===== config.mk =====
export PLATFORM = sky130hd
export DESIGN_NAME = jtag_mem_cmd_tdr
export DESIGN_NICKNAME = d
export VERILOG_FILES = /design/src/rtl/jtag_mem_pkg.sv /design/src/rtl/jtag_dr_shifter.sv /design/src/rtl/jtag_mem_cmd_tdr.sv
export SDC_FILE = /design/constraint.sdc
export NUM_CORES = 1
export LEC_CHECK = 0
export ABC_AREA = 1
export ABC_CLOCK_PERIOD_IN_PS = 2100
export CORE_MARGIN = 2
export CORE_UTILIZATION = 49
export DETAILED_ROUTE_END_ITERATION = 8
export PLACE_DENSITY = 0.76
export REMOVE_ABC_BUFFERS = 1
export SLEW_MARGIN = 40
export SYNTH_ARGS = -nofsm -noshare
export SYNTH_HDL_FRONTEND = slang
export SYNTH_HIERARCHICAL = 1
export SYNTH_SLANG_ARGS = --single-unit

===== constraint.sdc =====
create_clock -name clk -period 2.1 [get_ports clk]
set_input_delay 0.315 -clock clk [delete_from_list [all_inputs] [get_ports clk]]
set_output_delay 0.315 -clock clk [all_outputs]
set_load 0.03 [all_outputs]

===== src/rtl/jtag_mem_pkg.sv =====
// Shared definitions for the JTAG memory command TDR and jtag_memory_interface.
// Field offsets describe the DR layout, which is LSB first.
package jtag_mem_pkg;

    typedef enum logic [1:0] {
        IDLE    = 2'd0,
        REQ     = 2'd1,
        RELEASE = 2'd2
    } cmd_state_t;

    localparam int CMD_WRITE_BIT   = 0;
    localparam int CMD_AUTOINC_BIT = 1;
    localparam int DR_ADDR_LSB     = 2;
    localparam int WAIT_CNT_WIDTH  = 16;

    localparam logic [31:0] ERROR_PATTERN = 32'hDEADBEEF;

    function automatic int dr_data_lsb(input int addr_width);
        return DR_ADDR_LSB + addr_width;
    endfunction

endpackage


===== src/rtl/jtag_dr_shifter.sv =====
// Capture/shift data register; tdo is the current LSB.
// Capture takes priority over shift.
module jtag_dr_shifter
    import jtag_mem_pkg::*;
#(
    parameter int WIDTH = 66
) (
    input  logic             clk_i,
    input  logic             rst_ni,
    input  logic             capture_i,
    input  logic             shift_i,
    input  logic             tdi_i,
    input  logic [WIDTH-1:0] capture_data_i,
    output logic [WIDTH-1:0] sr_o,
    output logic             tdo_o
);

    logic [WIDTH-1:0] sr_q, sr_d;

    always_comb begin
        sr_d = sr_q;
        if (capture_i) begin
            sr_d = capture_data_i;
        end else if (shift_i) begin
            sr_d = {tdi_i, sr_q[WIDTH-1:1]};
        end
    end

    always_ff @(posedge clk_i or negedge rst_ni) begin
        if (!rst_ni) begin
            sr_q <= '0;
        end else begin
            sr_q <= sr_d;
        end
    end

    assign sr_o  = sr_q;
    assign tdo_o = sr_q[0];

endmodule


===== src/rtl/jtag_mem_cmd_tdr.sv =====
// JTAG TDR issuing single-word memory requests with bounded-wait handshake.
// Define JTAG_MEM_AUTOINC_EN to build the post-increment address pointer.
module jtag_mem_cmd_tdr
    import jtag_mem_pkg::*;
#(
    parameter int ADDR_WIDTH     = 32,
    parameter int DATA_WIDTH     = 32,
    parameter int TIMEOUT_CYCLES = 255
) (
    input  logic                  clk,
    input  logic                  reset_n,
    input  logic                  tdr_select,
    input  logic                  capture_dr,
    input  logic                  shift_dr,
    input  logic                  update_dr,
    input  logic                  tdi,
    output logic                  tdo,
    output logic                  mem_enable,
    output logic                  mem_write,
    output logic [ADDR_WIDTH-1:0] mem_address,
    output logic [DATA_WIDTH-1:0] mem_write_data,
    input  logic [DATA_WIDTH-1:0] mem_read_data,
    input  logic                  mem_ready,
    input  logic                  mem_error,
    output logic                  busy
);

    localparam int DR_WIDTH = ADDR_WIDTH + DATA_WIDTH + 2;
    localparam int DATA_LSB = dr_data_lsb(ADDR_WIDTH);
    localparam logic [WAIT_CNT_WIDTH-1:0] WAIT_LIMIT = WAIT_CNT_WIDTH'(TIMEOUT_CYCLES);

    cmd_state_t                state_q, state_d;
    logic [WAIT_CNT_WIDTH-1:0] cnt_q, cnt_d, cnt_inc;
    logic                      write_q, write_d;
    logic                      error_q, error_d;
    logic [ADDR_WIDTH-1:0]     addr_q, addr_d, cmd_addr;
    logic [DATA_WIDTH-1:0]     data_q, data_d;
    logic [DR_WIDTH-1:0]       sr, cap_data;
    logic                      capture_en, shift_en, update_en;
    logic                      wait_expired, done_ok;

    assign capture_en = tdr_select & capture_dr;
    assign shift_en   = tdr_select & shift_dr & ~capture_dr;
    assign update_en  = tdr_select & update_dr & ~capture_dr & ~shift_dr;
    assign cap_data   = {data_q, addr_q, busy, error_q};

    jtag_dr_shifter #(
        .WIDTH(DR_WIDTH)
    ) u_shifter (
        .clk_i         (clk),
        .rst_ni        (reset_n),
        .capture_i     (capture_en),
        .shift_i       (shift_en),
        .tdi_i         (tdi),
        .capture_data_i(cap_data),
        .sr_o          (sr),
        .tdo_o         (tdo)
    );

    assign cnt_inc      = (cnt_q == '1) ? cnt_q : cnt_q + WAIT_CNT_WIDTH'(1);
    assign wait_expired = (cnt_inc >= WAIT_LIMIT);
    assign done_ok      = (state_q == REQ) & mem_ready & ~mem_error;

`ifdef JTAG_MEM_AUTOINC_EN
    // Pointer tracks the last address that completed cleanly.
    logic [ADDR_WIDTH-1:0] ptr_q, ptr_d;

    assign ptr_d    = done_ok ? addr_q : ptr_q;
    assign cmd_addr = sr[CMD_AUTOINC_BIT] ? ptr_q + ADDR_WIDTH'(4)
                                          : sr[DR_ADDR_LSB +: ADDR_WIDTH];

    always_ff @(posedge clk or negedge reset_n) begin
        if (!reset_n) begin
            ptr_q <= '0;
        end else begin
            ptr_q <= ptr_d;
        end
    end
`else
    logic unused_autoinc;

    assign unused_autoinc = sr[CMD_AUTOINC_BIT] | done_ok;
    assign cmd_addr       = sr[DR_ADDR_LSB +: ADDR_WIDTH];
`endif

    always_comb begin
        state_d = state_q;
        cnt_d   = cnt_inc;
        write_d = write_q;
        addr_d  = addr_q;
        data_d  = data_q;
        error_d = error_q;
        case (state_q)
            IDLE: begin
                if (update_en) begin
                    write_d = sr[CMD_WRITE_BIT];
                    addr_d  = cmd_addr;
                    data_d  = sr[DATA_LSB +: DATA_WIDTH];
                    error_d = 1'b0;
                    state_d = REQ;
                end
            end
            REQ: begin
                if (mem_ready) begin
                    // Writes keep their data so the capture echoes it.
                    if (!write_q) begin
                        data_d = mem_read_data;
                    end
                    error_d = error_q | mem_error;
                    state_d = RELEASE;
                end else if (wait_expired) begin
                    error_d = 1'b1;
                    state_d = RELEASE;
                end
            end
            RELEASE: begin
                if (!mem_ready) begin
                    state_d = IDLE;
                end else if (wait_expired) begin
                    error_d = 1'b1;
                    state_d = IDLE;
                end
            end
            default: state_d = IDLE;
        endcase
        if (update_en && (state_q != IDLE)) begin
            error_d = 1'b1;
        end
        if (state_d != state_q) begin
            cnt_d = '0;
        end
    end

    always_ff @(posedge clk or negedge reset_n) begin
        if (!reset_n) begin
            state_q <= IDLE;
            cnt_q   <= '0;
            write_q <= 1'b0;
            addr_q  <= '0;
            data_q  <= '0;
            error_q <= 1'b0;
        end else begin
            state_q <= state_d;
            cnt_q   <= cnt_d;
            write_q <= write_d;
            addr_q  <= addr_d;
            data_q  <= data_d;
            error_q <= error_d;
        end
    end

    assign mem_enable     = (state_q == REQ);
    assign busy           = (state_q != IDLE);
    assign mem_write      = write_q;
    assign mem_address    = addr_q;
    assign mem_write_data = data_q;

endmodule


==> run summary <==
Global placement routability congestion: 0.928
Initial drt markers: 395
Synth top area share: 51.6%
Die Footprint: 15,800 sq um
CP dominant cell by count: nand2_2
Seq cells post-synth: 150
Worst skew pair latency: 0.43 ns
# placed instances: 1,119
DP HPWL: 11,600 microns
Top post-synthesis cells by count: nand2_1, nand3_1, dfrtp_1
Nets: 1,015
Area contributors post-synth: dfrtp_1, nand3_1, nand2_1, mux2_2, mux2i_1
Cell count after synthesis: 810
Crit-path max cell delay: 0.41 ns
Ys Warns: 6
Sink Count: 150
Peak VDD IR: 828 uV
Terminus of the critical flop-to-flop path: cnt_q[7]$_DFF_PN0_
R2r startpoint: cnt_q[1]$_DFF_PN0_
Pre-CTS setup slack: -0.154 ns
Failing checks: negative setup slack
Worst path slowest cell: dfrtp_1
CTS tree: yes
Antenna diode count: 0
H-tree levels: 4
Syn Area/Cell: 8.98 sq um
Post-route DRC: 0
Crit path max fanout: 7
Post-synth EDFFs: 0
Number of port buffers: 108
DRT Pass-1 Iters: 5
Setup ws final: -0.262 ns
Crit start category: flop
Die width: 126 microns
Tot GR Track Use: 22.6%
Minimum clock period: 2.36 ns
Antenna violations before repair: 0
Starting Density: 50.1%
Multi-input gate area: 3300 sq um
Root Driver: clkbuf_16
Core box area: 14,500 sq um
# fillers: 1,162
Max Freq: 423 MHz
Async SR Flop Fraction: 100%
Maximum root-to-sink buffer count: 2
Slew margin rel.: 72.3%
Largest net degree at the start of global routing: 59
Final core utilization: 68.0%
Post-Route WL: 18,000 microns
Clock transition at path regs: 0.06 ns
Setup slack, reg-to-reg: -0.26 ns
Row cnt: 44
Cell variety after synth: 34
Boundary Pins: 109
Most common cell in the synthesized netlist: nand2_1
Die height: 126 microns
Critical-path cell list: ha_4, inv_2, nor2_4, nand2_4, nor2_8, inv_6, nand2_2, nand2_2, nor2_2, nand3_2, nand3_2, nand2_1, inv_1, nand2_2, nand2_2, nand2_2, nand3_4, clkbuf_16, nor2_4
CP endpoint kind: flop
Period utilisation layout: 112%
Synth Cell Area: 7270 sq um
Setup CP Type: reg2reg
Status: finished with violations
Leak: 4.59 nW
Final Hold Vio Count: 0
Hold_ws: 0.358 ns
Layout cells sized above 1: 23.4%
Pwr dens: 1230 nW/um^2
Max-slew violation count: 0
Yosys top cell by area: dfrtp_1
Clk_skew: 0.00996 ns
GR Overflow Total: 0
Via Count: 6,236
Vias per cell: 5.35
Hold WC Path Type: in2async
Slew @ Worst Pin: 0.415 ns
Req. time, crit path: 2.41 ns
Storage element area: 3760 sq um
RSZ-0062 raised after global routing: yes
Worst EP arrival: 2.67 ns
# Max-Cap Violations: 0
DRT antenna net count: 0
Finished Layout Cells: 1,166
First-pass GRT wire length: 29,000 microns
# setup viols final: 16
Number of global-route vias before repair: 5,898
Top FF cell, synth: dfrtp_1
R2R cell count: 19
Wire length per cell: 15.5 microns
Syn-to-layout area delta: 35.9%
Register area share after synthesis: 51.6%
Cts bufs inserted: 17
[metal layers]
| layer | track usage [%] | share of wire (%) | up-vias | routed length (microns) |
|---|---|---|---|---|
| li1 | - | - | 2977 | - |
| met1 | 30.3 | 43 | 3013 | 7730 |
| met2 | 36.3 | 49 | 214 | 8830 |
| met3 | 6.03 | 6.5 | 32 | 1170 |
| met4 | 7.18 | 1.7 | 0 | 308 |
| met5 | 0 | 0 | - | 0 |
[where the power goes]
| group | internal [W] | switching (W) |
|---|---|---|
| clock network | 0.00178 | 0.00127 |
| registers | 0.00358 | 0.000582 |
| logic | 0.00215 | 0.00279 |
[cells by family after synthesis]
family                     Yosys count  synth area share [%]
AOI/OAI and AO/OA                   46                  3.32
xor gates and xnor gates             3                 0.361
adders and majority gates            5                 0.860
buffers and inverters               91                  5.83
DFF                                150                  51.6
muxes                               65                  9.51
and+or+nand+nor                    450                  28.5
[layout make-up]
cell class / instances / share of cell area [%]
Multi-Input combinational cell: 569 / 33.4
Sequential cell: 150 / 38.0
Clock inverter: 15 / 1.68
Clock buffer: 17 / 4.30
Inverter: 48 / 1.87
Timing Repair inverter: 1 / 0.0633
Timing Repair Buffer: 182 / 18.4
Tap cell: 184 / 2.33
[stage by stage]
stage	power, W	setup TNS [ns]	cell area [sq um]
2_1_floorplan	0.00677	-224.61	7030
3_3_place_gp	0.00872	-1.40	8970
3_5_place_dp	0.00884	-2.01	8970
4_1_cts	0.0120	-2.10	9650
5_1_grt	0.0128	-6.49	9890
6_report	0.0121	-3.68	9890
[timing repair]
| item | in CTS | in global routing |
|---|---|---|
| setup endpoints to repair | 18 | 21 |
| buffers inserted | 3 | 9 |
| cloned | 1 | 1 |
| pin swaps | 1 | 27 |
| resized for setup | 19 | 48 |
| endpoints found under the hold margin | 39 | 0 |
| hold buffers | 1 | 0 |
[layout by cell type (no fill, tap or decap), types with 2 or more instances in the layout]
cell and count:
or2_2 2, inv_1 41, nand2_2 22, nor2_4 19, clkinv_4 2, clkinvlp_4 2
dfrtp_1 147, buf_12 12, inv_6 7, nand2_1 179, a31oi_1 2, nand3_2 7
o21ai_2 2, inv_2 6, dfrtp_2 3, o31ai_1 2, ha_1 3, nand3_4 2
nand4_1 4, nor2_1 47, clkdlybuf4s50_1 105, bufinv_16 2, nor2_2 15, a21oi_1 36
nand2_4 4, o21ai_1 2, clkbuf_16 18, clkinv_2 2, mux2i_1 32, nand3_1 146
buf_4 57, mux2_2 33, buf_6 5
[worst max path at each step]
stage / slack [ns] / cells past startpoint / endpoint / start
global placement: -0.10 / 19 / cnt_q[1]$_DFF_PN0_ / cnt_q[8]$_DFF_PN0_
CTS: -0.15 / 18 / cnt_q[1]$_DFF_PN0_ / cnt_q[1]$_DFF_PN0_
global route: -0.42 / 19 / cnt_q[7]$_DFF_PN0_ / cnt_q[1]$_DFF_PN0_
floorplan: -2.60 / 7 / mem_write_data[0]$_DFFE_PN0P_ / state_q[1]$_DFF_PN0_
detailed placement: -0.15 / 19 / cnt_q[4]$_DFF_PN0_ / cnt_q[0]$_DFF_PN0_
finish: -0.26 / 19 / cnt_q[7]$_DFF_PN0_ / cnt_q[1]$_DFF_PN0_
[registers in the layout, summed over array words and instances, names as in the netlist]
signal and count:
mem_address 32, mem_write 1, error_q 1, state_q 2, cnt_q 16, u_shifter/sr_o 66, mem_write_data 32
[worst max-delay path, delay by kind of cell, from the launching register on]
family	cells	cell delay (ns)
buffers and inverters	4	0.38
and+or+nand+nor	14	1.28
adders and majority gates	1	0.17
DFF	1	0.41
Note: power is estimated with default switching activity, not from simulation.
